**src/rtl/data_sram_like_bridge_if.sv**
```systemverilog
// Signal bundle between the CPU data SRAM port, the bridge and the sram-like slave.
// The master modport is the bridge's view: the master of the sram-like bus.
interface data_sram_like_bridge_if;
  // CPU-side SRAM port
  logic        data_sram_en;
  logic [3:0]  data_sram_wen;
  logic [31:0] data_sram_addr;
  logic [31:0] data_sram_wdata;
  logic [31:0] data_sram_rdata;
  logic        cpu_longest_stall;
  logic        d_stall;
  // sram-like request/response
  logic        data_req;
  logic        data_wr;
  logic [1:0]  data_size;
  logic [31:0] data_addr;
  logic [31:0] data_wdata;
  logic        data_addr_ok;
  logic        data_data_ok;
  logic [31:0] data_rdata;

  modport master (
    input  data_sram_en,
    input  data_sram_wen,
    input  data_sram_addr,
    input  data_sram_wdata,
    output data_sram_rdata,
    input  cpu_longest_stall,
    output d_stall,
    output data_req,
    output data_wr,
    output data_size,
    output data_addr,
    output data_wdata,
    input  data_addr_ok,
    input  data_data_ok,
    input  data_rdata
  );

  modport slave (
    output data_sram_en,
    output data_sram_wen,
    output data_sram_addr,
    output data_sram_wdata,
    input  data_sram_rdata,
    output cpu_longest_stall,
    input  d_stall,
    input  data_req,
    input  data_wr,
    input  data_size,
    input  data_addr,
    input  data_wdata,
    output data_addr_ok,
    output data_data_ok,
    output data_rdata
  );
endinterface

```
**src/rtl/data_sram_like_bridge.sv**
```systemverilog
// Converts the CPU's single-cycle data SRAM access into one sram-like req/addr_ok/data_ok
// transaction, stalling the pipeline while it is outstanding and holding load data afterwards.
module data_sram_like_bridge #(
  parameter bit READ_WORD_ALIGN = 1'b1
) (
  input  logic                    clk,
  input  logic                    resetn,
  data_sram_like_bridge_if.master bus
);

  typedef enum logic [1:0] {
    ST_IDLE = 2'd0,
    ST_REQ  = 2'd1,
    ST_WAIT = 2'd2,
    ST_DONE = 2'd3
  } state_t;

  state_t      state_r, state_s;
  logic        req_r, req_s;
  logic        wr_r, wr_s;
  logic [1:0]  size_r, size_s;
  logic [31:0] addr_r, addr_s;
  logic [31:0] wdata_r, wdata_s;
  logic [31:0] rdata_r, rdata_s;
  logic        d_stall_s;

  // Unrecognised multi-byte enable patterns fall back to a full word store.
  function automatic logic [1:0] size_decode(input logic [3:0] wen);
    logic [1:0] size;
    case (wen)
      4'b1111:                            size = 2'd2;
      4'b0011, 4'b1100:                   size = 2'd1;
      4'b0001, 4'b0010, 4'b0100, 4'b1000: size = 2'd0;
      default:                            size = 2'd2;
    endcase
    return size;
  endfunction

  // Next-state, request-field and load-data selection.
  always_comb begin
    state_s   = state_r;
    req_s     = req_r;
    wr_s      = wr_r;
    size_s    = size_r;
    addr_s    = addr_r;
    wdata_s   = wdata_r;
    rdata_s   = rdata_r;
    d_stall_s = 1'b0;
    case (state_r)
      ST_IDLE: begin
        if (bus.data_sram_en) begin
          state_s   = ST_REQ;
          req_s     = 1'b1;
          wr_s      = |bus.data_sram_wen;
          wdata_s   = bus.data_sram_wdata;
          d_stall_s = 1'b1;
          if (|bus.data_sram_wen) begin
            size_s = size_decode(bus.data_sram_wen);
            addr_s = bus.data_sram_addr;
          end else if (READ_WORD_ALIGN) begin
            size_s = 2'd2;
            addr_s = {bus.data_sram_addr[31:2], 2'b00};
          end else begin
            size_s = 2'd2;
            addr_s = bus.data_sram_addr;
          end
        end else begin
          state_s   = ST_IDLE;
          d_stall_s = 1'b0;
        end
      end
      ST_REQ: begin
        d_stall_s = 1'b1;
        if (bus.data_addr_ok) begin
          req_s = 1'b0;
          // A slave may complete in the accepting cycle; skip WAIT then.
          if (bus.data_data_ok) begin
            state_s = ST_DONE;
            if (!wr_r) begin
              rdata_s = bus.data_rdata;
            end else begin
              rdata_s = rdata_r;
            end
          end else begin
            state_s = ST_WAIT;
          end
        end else begin
          state_s = ST_REQ;
        end
      end
      ST_WAIT: begin
        d_stall_s = 1'b1;
        if (bus.data_data_ok) begin
          state_s = ST_DONE;
          if (!wr_r) begin
            rdata_s = bus.data_rdata;
          end else begin
            rdata_s = rdata_r;
          end
        end else begin
          state_s = ST_WAIT;
        end
      end
      ST_DONE: begin
        // data_sram_en is still high for the finished instruction here and must not relaunch.
        d_stall_s = 1'b0;
        if (!bus.cpu_longest_stall) begin
          state_s = ST_IDLE;
        end else begin
          state_s = ST_DONE;
        end
      end
      default: begin
        state_s   = ST_IDLE;
        req_s     = 1'b0;
        d_stall_s = 1'b0;
      end
    endcase
  end

  // State and registered bus outputs.
  always_ff @(posedge clk or negedge resetn) begin
    if (!resetn) begin
      state_r <= ST_IDLE;
      req_r   <= 1'b0;
      wr_r    <= 1'b0;
      size_r  <= 2'd0;
      addr_r  <= 32'd0;
      wdata_r <= 32'd0;
      rdata_r <= 32'd0;
    end else begin
      state_r <= state_s;
      req_r   <= req_s;
      wr_r    <= wr_s;
      size_r  <= size_s;
      addr_r  <= addr_s;
      wdata_r <= wdata_s;
      rdata_r <= rdata_s;
    end
  end

  assign bus.data_req        = req_r;
  assign bus.data_wr         = wr_r;
  assign bus.data_size       = size_r;
  assign bus.data_addr       = addr_r;
  assign bus.data_wdata      = wdata_r;
  assign bus.data_sram_rdata = rdata_r;
  assign bus.d_stall         = d_stall_s;

endmodule
```
**src/flat_wrapper.sv**
```systemverilog
// flat-port wrapper written by rule: the top's interface ports become plain ports
module data_sram_like_bridge_flat 
#(
  parameter bit READ_WORD_ALIGN = 1'b1
)
  (clk, resetn, bus_data_sram_en, bus_data_sram_wen, bus_data_sram_addr, bus_data_sram_wdata, bus_data_sram_rdata, bus_cpu_longest_stall, bus_d_stall, bus_data_req, bus_data_wr, bus_data_size, bus_data_addr, bus_data_wdata, bus_data_addr_ok, bus_data_data_ok, bus_data_rdata);
  data_sram_like_bridge_if bus_i ();
  input  logic clk;
  input  logic resetn;
  input wire logic [$bits(bus_i.data_sram_en)-1:0] bus_data_sram_en;
  input wire logic [$bits(bus_i.data_sram_wen)-1:0] bus_data_sram_wen;
  input wire logic [$bits(bus_i.data_sram_addr)-1:0] bus_data_sram_addr;
  input wire logic [$bits(bus_i.data_sram_wdata)-1:0] bus_data_sram_wdata;
  output wire logic [$bits(bus_i.data_sram_rdata)-1:0] bus_data_sram_rdata;
  input wire logic [$bits(bus_i.cpu_longest_stall)-1:0] bus_cpu_longest_stall;
  output wire logic [$bits(bus_i.d_stall)-1:0] bus_d_stall;
  output wire logic [$bits(bus_i.data_req)-1:0] bus_data_req;
  output wire logic [$bits(bus_i.data_wr)-1:0] bus_data_wr;
  output wire logic [$bits(bus_i.data_size)-1:0] bus_data_size;
  output wire logic [$bits(bus_i.data_addr)-1:0] bus_data_addr;
  output wire logic [$bits(bus_i.data_wdata)-1:0] bus_data_wdata;
  input wire logic [$bits(bus_i.data_addr_ok)-1:0] bus_data_addr_ok;
  input wire logic [$bits(bus_i.data_data_ok)-1:0] bus_data_data_ok;
  input wire logic [$bits(bus_i.data_rdata)-1:0] bus_data_rdata;
  assign bus_i.data_sram_en = bus_data_sram_en;
  assign bus_i.data_sram_wen = bus_data_sram_wen;
  assign bus_i.data_sram_addr = bus_data_sram_addr;
  assign bus_i.data_sram_wdata = bus_data_sram_wdata;
  assign bus_data_sram_rdata = bus_i.data_sram_rdata;
  assign bus_i.cpu_longest_stall = bus_cpu_longest_stall;
  assign bus_d_stall = bus_i.d_stall;
  assign bus_data_req = bus_i.data_req;
  assign bus_data_wr = bus_i.data_wr;
  assign bus_data_size = bus_i.data_size;
  assign bus_data_addr = bus_i.data_addr;
  assign bus_data_wdata = bus_i.data_wdata;
  assign bus_i.data_addr_ok = bus_data_addr_ok;
  assign bus_i.data_data_ok = bus_data_data_ok;
  assign bus_i.data_rdata = bus_data_rdata;
  data_sram_like_bridge #(.READ_WORD_ALIGN(READ_WORD_ALIGN)) u_core (.clk(clk), .resetn(resetn), .bus(bus_i));
endmodule
```
**config.mk**
```make
export PLATFORM = sky130hd
export DESIGN_NAME = data_sram_like_bridge_flat
export DESIGN_NICKNAME = d
export VERILOG_FILES = /design/src/rtl/data_sram_like_bridge_if.sv /design/src/rtl/data_sram_like_bridge.sv /design/src/flat_wrapper.sv
export SDC_FILE = /design/constraint.sdc
export NUM_CORES = 1
export LEC_CHECK = 0
export CORE_AREA = 2 2 110 112
export CTS_BUF_LIST = sky130_fd_sc_hd__clkbuf_16
export DETAILED_ROUTE_END_ITERATION = 16
export DIE_AREA = 0 0 112 114
export PLACE_DENSITY = 0.81
export SYNTH_ARGS = -nofsm -noshare
export SYNTH_HDL_FRONTEND = slang
export SYNTH_SLANG_ARGS = --single-unit
```
**constraint.sdc**
```tcl
create_clock -name clk -period 1.53 [get_ports clk]
set_clock_uncertainty 0.05 [all_clocks]
set_input_delay 0.3825 -clock clk [delete_from_list [all_inputs] [get_ports clk]]
set_output_delay 0.3825 -clock clk [all_outputs]
set_load 0.005 [all_outputs]
```
==> flow_summary.json, run 1 <==
{
  "row_count": 40,
  "ant_nets": 0,
  "syn_area_um2": 4070,
  "leakage_nw": 3.368,
  "ys_seq_elements": 102,
  "fin_ws_ns": -0.2834,
  "hold_violations": 10,
  "start_util_pct": 34.75,
  "ir_drop_uv": 1392,
  "async_flop_share_pct": 100.0,
  "place_inst": 596,
  "core_area_um2": 11710,
  "worstSetupPathType": "reg -> reg",
  "wl_um": 12160,
  "syn_avg_cell_area_um2": 16.82,
  "arrival_ns": 1.99,
  "place_congestion": 0.7854,
  "layoutNonFillerInstCount": 656,
  "slew_viol_final": 0,
  "required_ns": 1.71,
  "synth_top_cell_by_area": "dfrtp_1",
  "cts.reportedPaths.clkPinSlew_ns": 0.07,
  "grt_max_degree": 66,
  "worstPathMaxFanout": 2,
  "ys_warn_count": 0,
  "vias_per_cell": 4.646,
  "antenna_found_initial": 0,
  "die_h_um": 114,
  "worstHoldPathType": "in -> async",
  "antenna_cells": 0,
  "num-nets-final": 615,
  "clockRootBuffer": "clkbuf_16",
  "synthTopCellsByArea": "dfrtp_1 63%, mux2_2 18%, mux2_4 11%",
  "synth.cells.most_frequent": "102 x dfrtp_1, 65 x mux2_2, 30 x mux2_4",
  "yosysUniqueCellTypes": 21,
  "synthCells": 242,
  "yosys_most_used_dff": "dfrtp_1",
  "maxCapViolations": 0,
  "firstDrtPassIters": 4,
  "fin_crit_ns": 1.813,
  "worstMarginPinSlew_ns": 0.4692,
  "dieArea_um2": 12770,
  "cts_buffer_depth": 2,
  "synth_edf_count": 0,
  "dp_slack_ns": -0.5479,
  "drt_iter0_drc": 106,
  "power_density_nw_per_um2": 1914,
  "overflow": 0,
  "place_hpwl_um": 7739,
  "grt_pass1_wl_um": 19310,
  "wl_per_cell_um": 18.53,
  "hold_ws_ns": -0.01187,
  "io_buffers": 206,
  "track_usage_pct": 19.92,
  "ioPinCount": 207,
  "violations": "hold timing, setup timing",
  "vias": 3048,
  "synth_most_common_cell": "dfrtp_1",
  "numCtsBuffers": 9,
  "synth_top_cell_area_share_pct": 62.71,
  "tritoncts": "built",
  "fin_crit_sh_pct": 118.5,
  "rsz0062_at_grt": "yes",
  "cts_sinks": 102,
  "setup_viol": 99,
  "drcViolationCount": 0,
  "start_kind": "flip-flop",
  "max_freq_ghz": 0.5515,
  "syn_nets": 353,
  "area_growth_pct": 77.62,
  "die_x_um": 112,
  "critPathCaptureType": "flip-flop",
  "status": "finished with violations",
  "grt_pass1_vias": 3554,
  "drive_gt1_share_pct": 34.58,
  "clock_latency_ns": 0.34,
  "slew_headroom_pct": 68.72,
  "ys_seq_area_share_pct": 62.71,
  "htreeDepth": 3
}
## final cells by class
type,count,area (um^2)
inverters,4,17.52
flip-flops and latches,102,2552
clock inverters,7,82.58
clock buffers,9,225.2
fillers,905,4482
repair buffers,262,2649
multi-input cells,125,1519
well taps,147,183.9
## worst paths after layout
path | startpoint | to | cells past startpoint | slack [ns]
max in group asynchronous | resetn | u_core.bus.data_addr[22] | 2 | 1.03
max reg2reg | u_core.state_r[0] | u_core.state_r[0] | 11 | -0.28
min reg2reg | u_core.bus.data_wdata[14] | u_core.bus.data_wdata[14] | 1 | 0.45
min | resetn | u_core.bus.data_sram_rdata[3] | 2 | -0.01
max | u_core.state_r[0] | u_core.state_r[0] | 11 | -0.28
min in group clk | u_core.bus.data_wdata[14] | u_core.bus.data_wdata[14] | 1 | 0.45
## per-layer routing
layer / wire length (um) / global-route usage, %
met3: 927 / 7.226
met5: 0 / 0
met2: 6349 / 36.28
met4: 280 / 7.967
met1: 4601 / 21.00
## placed cells by master, fill, tap and decap left out, types with 3 or more instances in the layout
cell / count
buf_16: 5
buf_4: 28
buf_6: 10
buf_8: 3
inv_1: 4
dfrtp_1: 102
mux2_2: 54
ha_4: 3
mux2_4: 41
buf_12: 11
a22o_1: 3
nand2_1: 4
clkdlybuf4s50_1: 104
dlygate4sd2_1: 99
clkbuf_16: 9
## worst max-delay path, stage by stage, from the launching register on
cell and delay (ns):
dfrtp_1 0.40, buf_6 0.13, ha_4 0.16, nand2b_4 0.08, buf_6 0.09, buf_4 0.09, buf_4 0.10, buf_6 0.08
buf_6 0.08, buf_6 0.08, nand3_2 0.07, mux2_4 0.28
## flip-flops by register name (all words and copies together), names as in the netlist
name,count
u_core.bus.data_size,2
u_core.state_r,2
u_core.bus.data_req,1
u_core.bus.data_wr,1
u_core.bus.data_sram_rdata,32
u_core.bus.data_wdata,32
u_core.bus.data_addr,32
## through the flow
| stage | TNS (ns) | area [um^2] | util [%] | total power, mW |
|---|---|---|---|---|
| final | -16.07 | 7229 | 61.73 | 13.84 |
| after global routing | -20.78 | 7229 | 61.73 | 14.65 |
| after detailed placement | -43.87 | 6341 | 54.15 | 10.92 |
| after global placement | -40.09 | 6341 | 54.15 | 10.67 |
| after floorplan | -3.046 | 4073 | - | 7.249 |
| after CTS | -15.08 | 7323 | 62.53 | 14.08 |
## what timing repair did
action / 4_1_cts / 5_1_grt
gates resized for setup: 146 / 29
gates cloned: 11 / 0
setup buffers: 37 / 8
endpoints found under the setup margin: 196 / 101
hold buffers: 0 / 0
pin swaps: 3 / 5
## logic make-up (layout without fill, tap and decap cells)
| kind of cell | after synthesis | count (layout) | synth area share, % |
|---|---|---|---|
| adders and majority gates | 5 | 5 | 1.537 |
| AOI/OAI and AO/OA | 12 | 12 | 1.845 |
| buffers and inverters | 15 | 282 | 2.982 |
| DFF | 102 | 102 | 62.71 |
| muxes | 96 | 96 | 29.30 |
| xor gates and xnor gates | 1 | 1 | 0.2152 |
| and+or+nand+nor | 11 | 11 | 1.414 |
## power by group
group / total, mW / internal, mW / switching (mW)
Sequential: 4.79 / 4.07 / 0.716
Clock: 2.40 / 1.41 / 0.985
Combinational: 6.65 / 4.45 / 2.21
No activity file was read; power rests on OpenSTA's default activity.
==> inputs of run 2 (changes only) <==
Settings changed: PLACE_DENSITY 0.81 to 0.75.
==> flow_summary.json, run 2 (synthesis gave the netlist of run 1 again) <==
{
  "worstSetupPathType": "reg -> reg",
  "ant_nets": 0,
  "drt_iter0_drc": 82,
  "overflow": 0,
  "dp_slack_ns": -0.4970,
  "worstMarginPinSlew_ns": 0.3502,
  "fin_crit_ns": 1.819,
  "maxCapViolations": 0,
  "place_area_um2": 6384,
  "fin_area_um2": 7036,
  "io_buffers": 206,
  "start_kind": "flip-flop",
  "track_usage_pct": 16.97,
  "area_growth_pct": 72.86,
  "fin_ws_ns": -0.2894,
  "ioPinCount": 207,
  "fill_cells": 947,
  "violations": "setup timing",
  "place_hpwl_um": 7423,
  "hold_ws_ns": 0.4392,
  "r2r_slack_ns": -0.29,
  "grt_max_degree": 55,
  "r2r_start": "u_core.state_r[1]",
  "rsz0062_at_grt": "yes",
  "layoutNonFillerInstCount": 640,
  "tritoncts": "built",
  "row_count": 40,
  "clock_latency_ns": 0.34,
  "leakage_nw": 3.248,
  "clockRootBuffer": "clkbuf_16",
  "required_ns": 1.71,
  "power_density_nw_per_um2": 1861,
  "htreeDepth": 3,
  "antenna_cells": 0,
  "num-nets-final": 599,
  "dieArea_um2": 12770,
  "setup_viol": 101,
  "status": "finished with violations",
  "worstHoldPathType": "reg -> reg",
  "drcViolationCount": 0,
  "cts_buffer_depth": 2,
  "core_area_um2": 11710,
  "ir_drop_uv": 992.9,
  "antenna_found_initial": 0,
  "slew_headroom_pct": 76.57,
  "numCtsBuffers": 9,
  "worstPathMaxFanout": 5,
  "hold_depth": 2,
  "rr_endpoint": "u_core.bus.data_sram_rdata[22]",
  "vias_per_cell": 4.577,
  "firstDrtPassIters": 4,
  "final_common_cell": "clkdlybuf4s50_1",
  "max_freq_ghz": 0.5496,
  "arrival_ns": 2.00,
  "grt_pass1_wl_um": 16630,
  "final_cell_mix": "104 x clkdlybuf4s50_1, 102 x dfrtp_1, 100 x dlygate4sd2_1",
  "worstHoldStart": "u_core.bus.data_size[0]",
  "min_to": "u_core.bus.data_size[0]",
  "start_util_pct": 34.75,
  "cts.reportedPaths.clkPinSlew_ns": 0.06,
  "place_congestion": 0.7521,
  "fin_tns_setup_ns": -14.47,
  "wl_per_cell_um": 17.41,
  "place_inst": 600,
  "die_h_um": 114,
  "cts_sinks": 102,
  "die_x_um": 112,
  "slew_viol_final": 0,
  "ff2ff_path_depth": 8,
  "wl_um": 11150,
  "vias": 2929,
  "critPathCaptureType": "flip-flop",
  "hold_violations": 0,
  "grt_pass1_vias": 3096,
  "drive_gt1_share_pct": 32.86,
  "fin_crit_sh_pct": 118.9
}
==> run 2: layout make-up <==
type | count | area, um^2 | share of cell area [%]
well taps | 147 | 183.9 | 2.614
flip-flops and latches | 102 | 2552 | 36.28
repair buffers | 246 | 2520 | 35.82
inverters | 4 | 15.01 | 0.2134
multi-input cells | 125 | 1474 | 20.95
clock buffers | 9 | 225.2 | 3.201
clock inverters | 7 | 65.06 | 0.9248
==> run 2: repair_timing <==
item | CTS | global route
gates resized for setup | 126 | 11
buffers inserted | 14 | 2
cloned | 4 | 5
pin swaps | 1 | 2
hold endpoints to repair | 72 | 0
setup endpoints to repair | 200 | 101
hold buffers | 1 | 0
==> run 2: worst max-delay path by stage <==
stage	startpoint	to
global placement	bus_data_addr_ok	u_core.bus.data_sram_rdata[0]
floorplan	u_core.state_r[0]	u_core.bus.data_sram_rdata[10]
detailed placement	bus_data_addr_ok	u_core.bus.data_sram_rdata[26]
CTS	u_core.state_r[1]	u_core.bus.data_sram_rdata[26]
global route	u_core.state_r[1]	u_core.bus.data_sram_rdata[26]
finish	u_core.state_r[1]	u_core.bus.data_sram_rdata[22]
==> run 2: power by group <==
group / leakage (nW) / internal (mW) / switching, mW
Combinational: 1.90 / 4.05 / 2.06
Clock: 0.147 / 1.26 / 0.998
Sequential: 1.20 / 4.07 / 0.654
Total: 3.25 / 9.38 / 3.71
==> run 2: metal layers <==
metal	global-route usage [%]	share of wire [%]	wire [um]	vias up
met2	28.48	51	5630	110
li1	-	-	-	1347
met5	0	0	0	-
met3	5.260	6.9	764	18
met1	20.41	40	4504	1454
met4	7.073	2.2	246	0
==> run 2: worst max-delay path: stages (launching register included) <==
cell and delay, ns:
dfrtp_1 0.37, inv_2 0.07, buf_6 0.12, ha_4 0.16, nand2b_4 0.06, and4b_4 0.32
buf_12 0.13, buf_8 0.12, mux2_4 0.30
==> run 2: per-stage QoR <==
stage               power [mW]  util, %
floorplan                7.249        -
global placement         10.74    54.51
finish                   13.09    60.07
CTS                      12.88    58.62
global route             13.91    60.07
detailed placement       10.92    54.51
==> inputs of run 3 (changes only) <==
Settings changed: ABC_CLOCK_PERIOD_IN_PS from default to 1530, GPL_ROUTABILITY_DRIVEN from default to 0, SLEW_MARGIN from default to 20.
==> results of run 3 <==
Same layout as run 2: the final DEF is identical, and so are final timing and power.
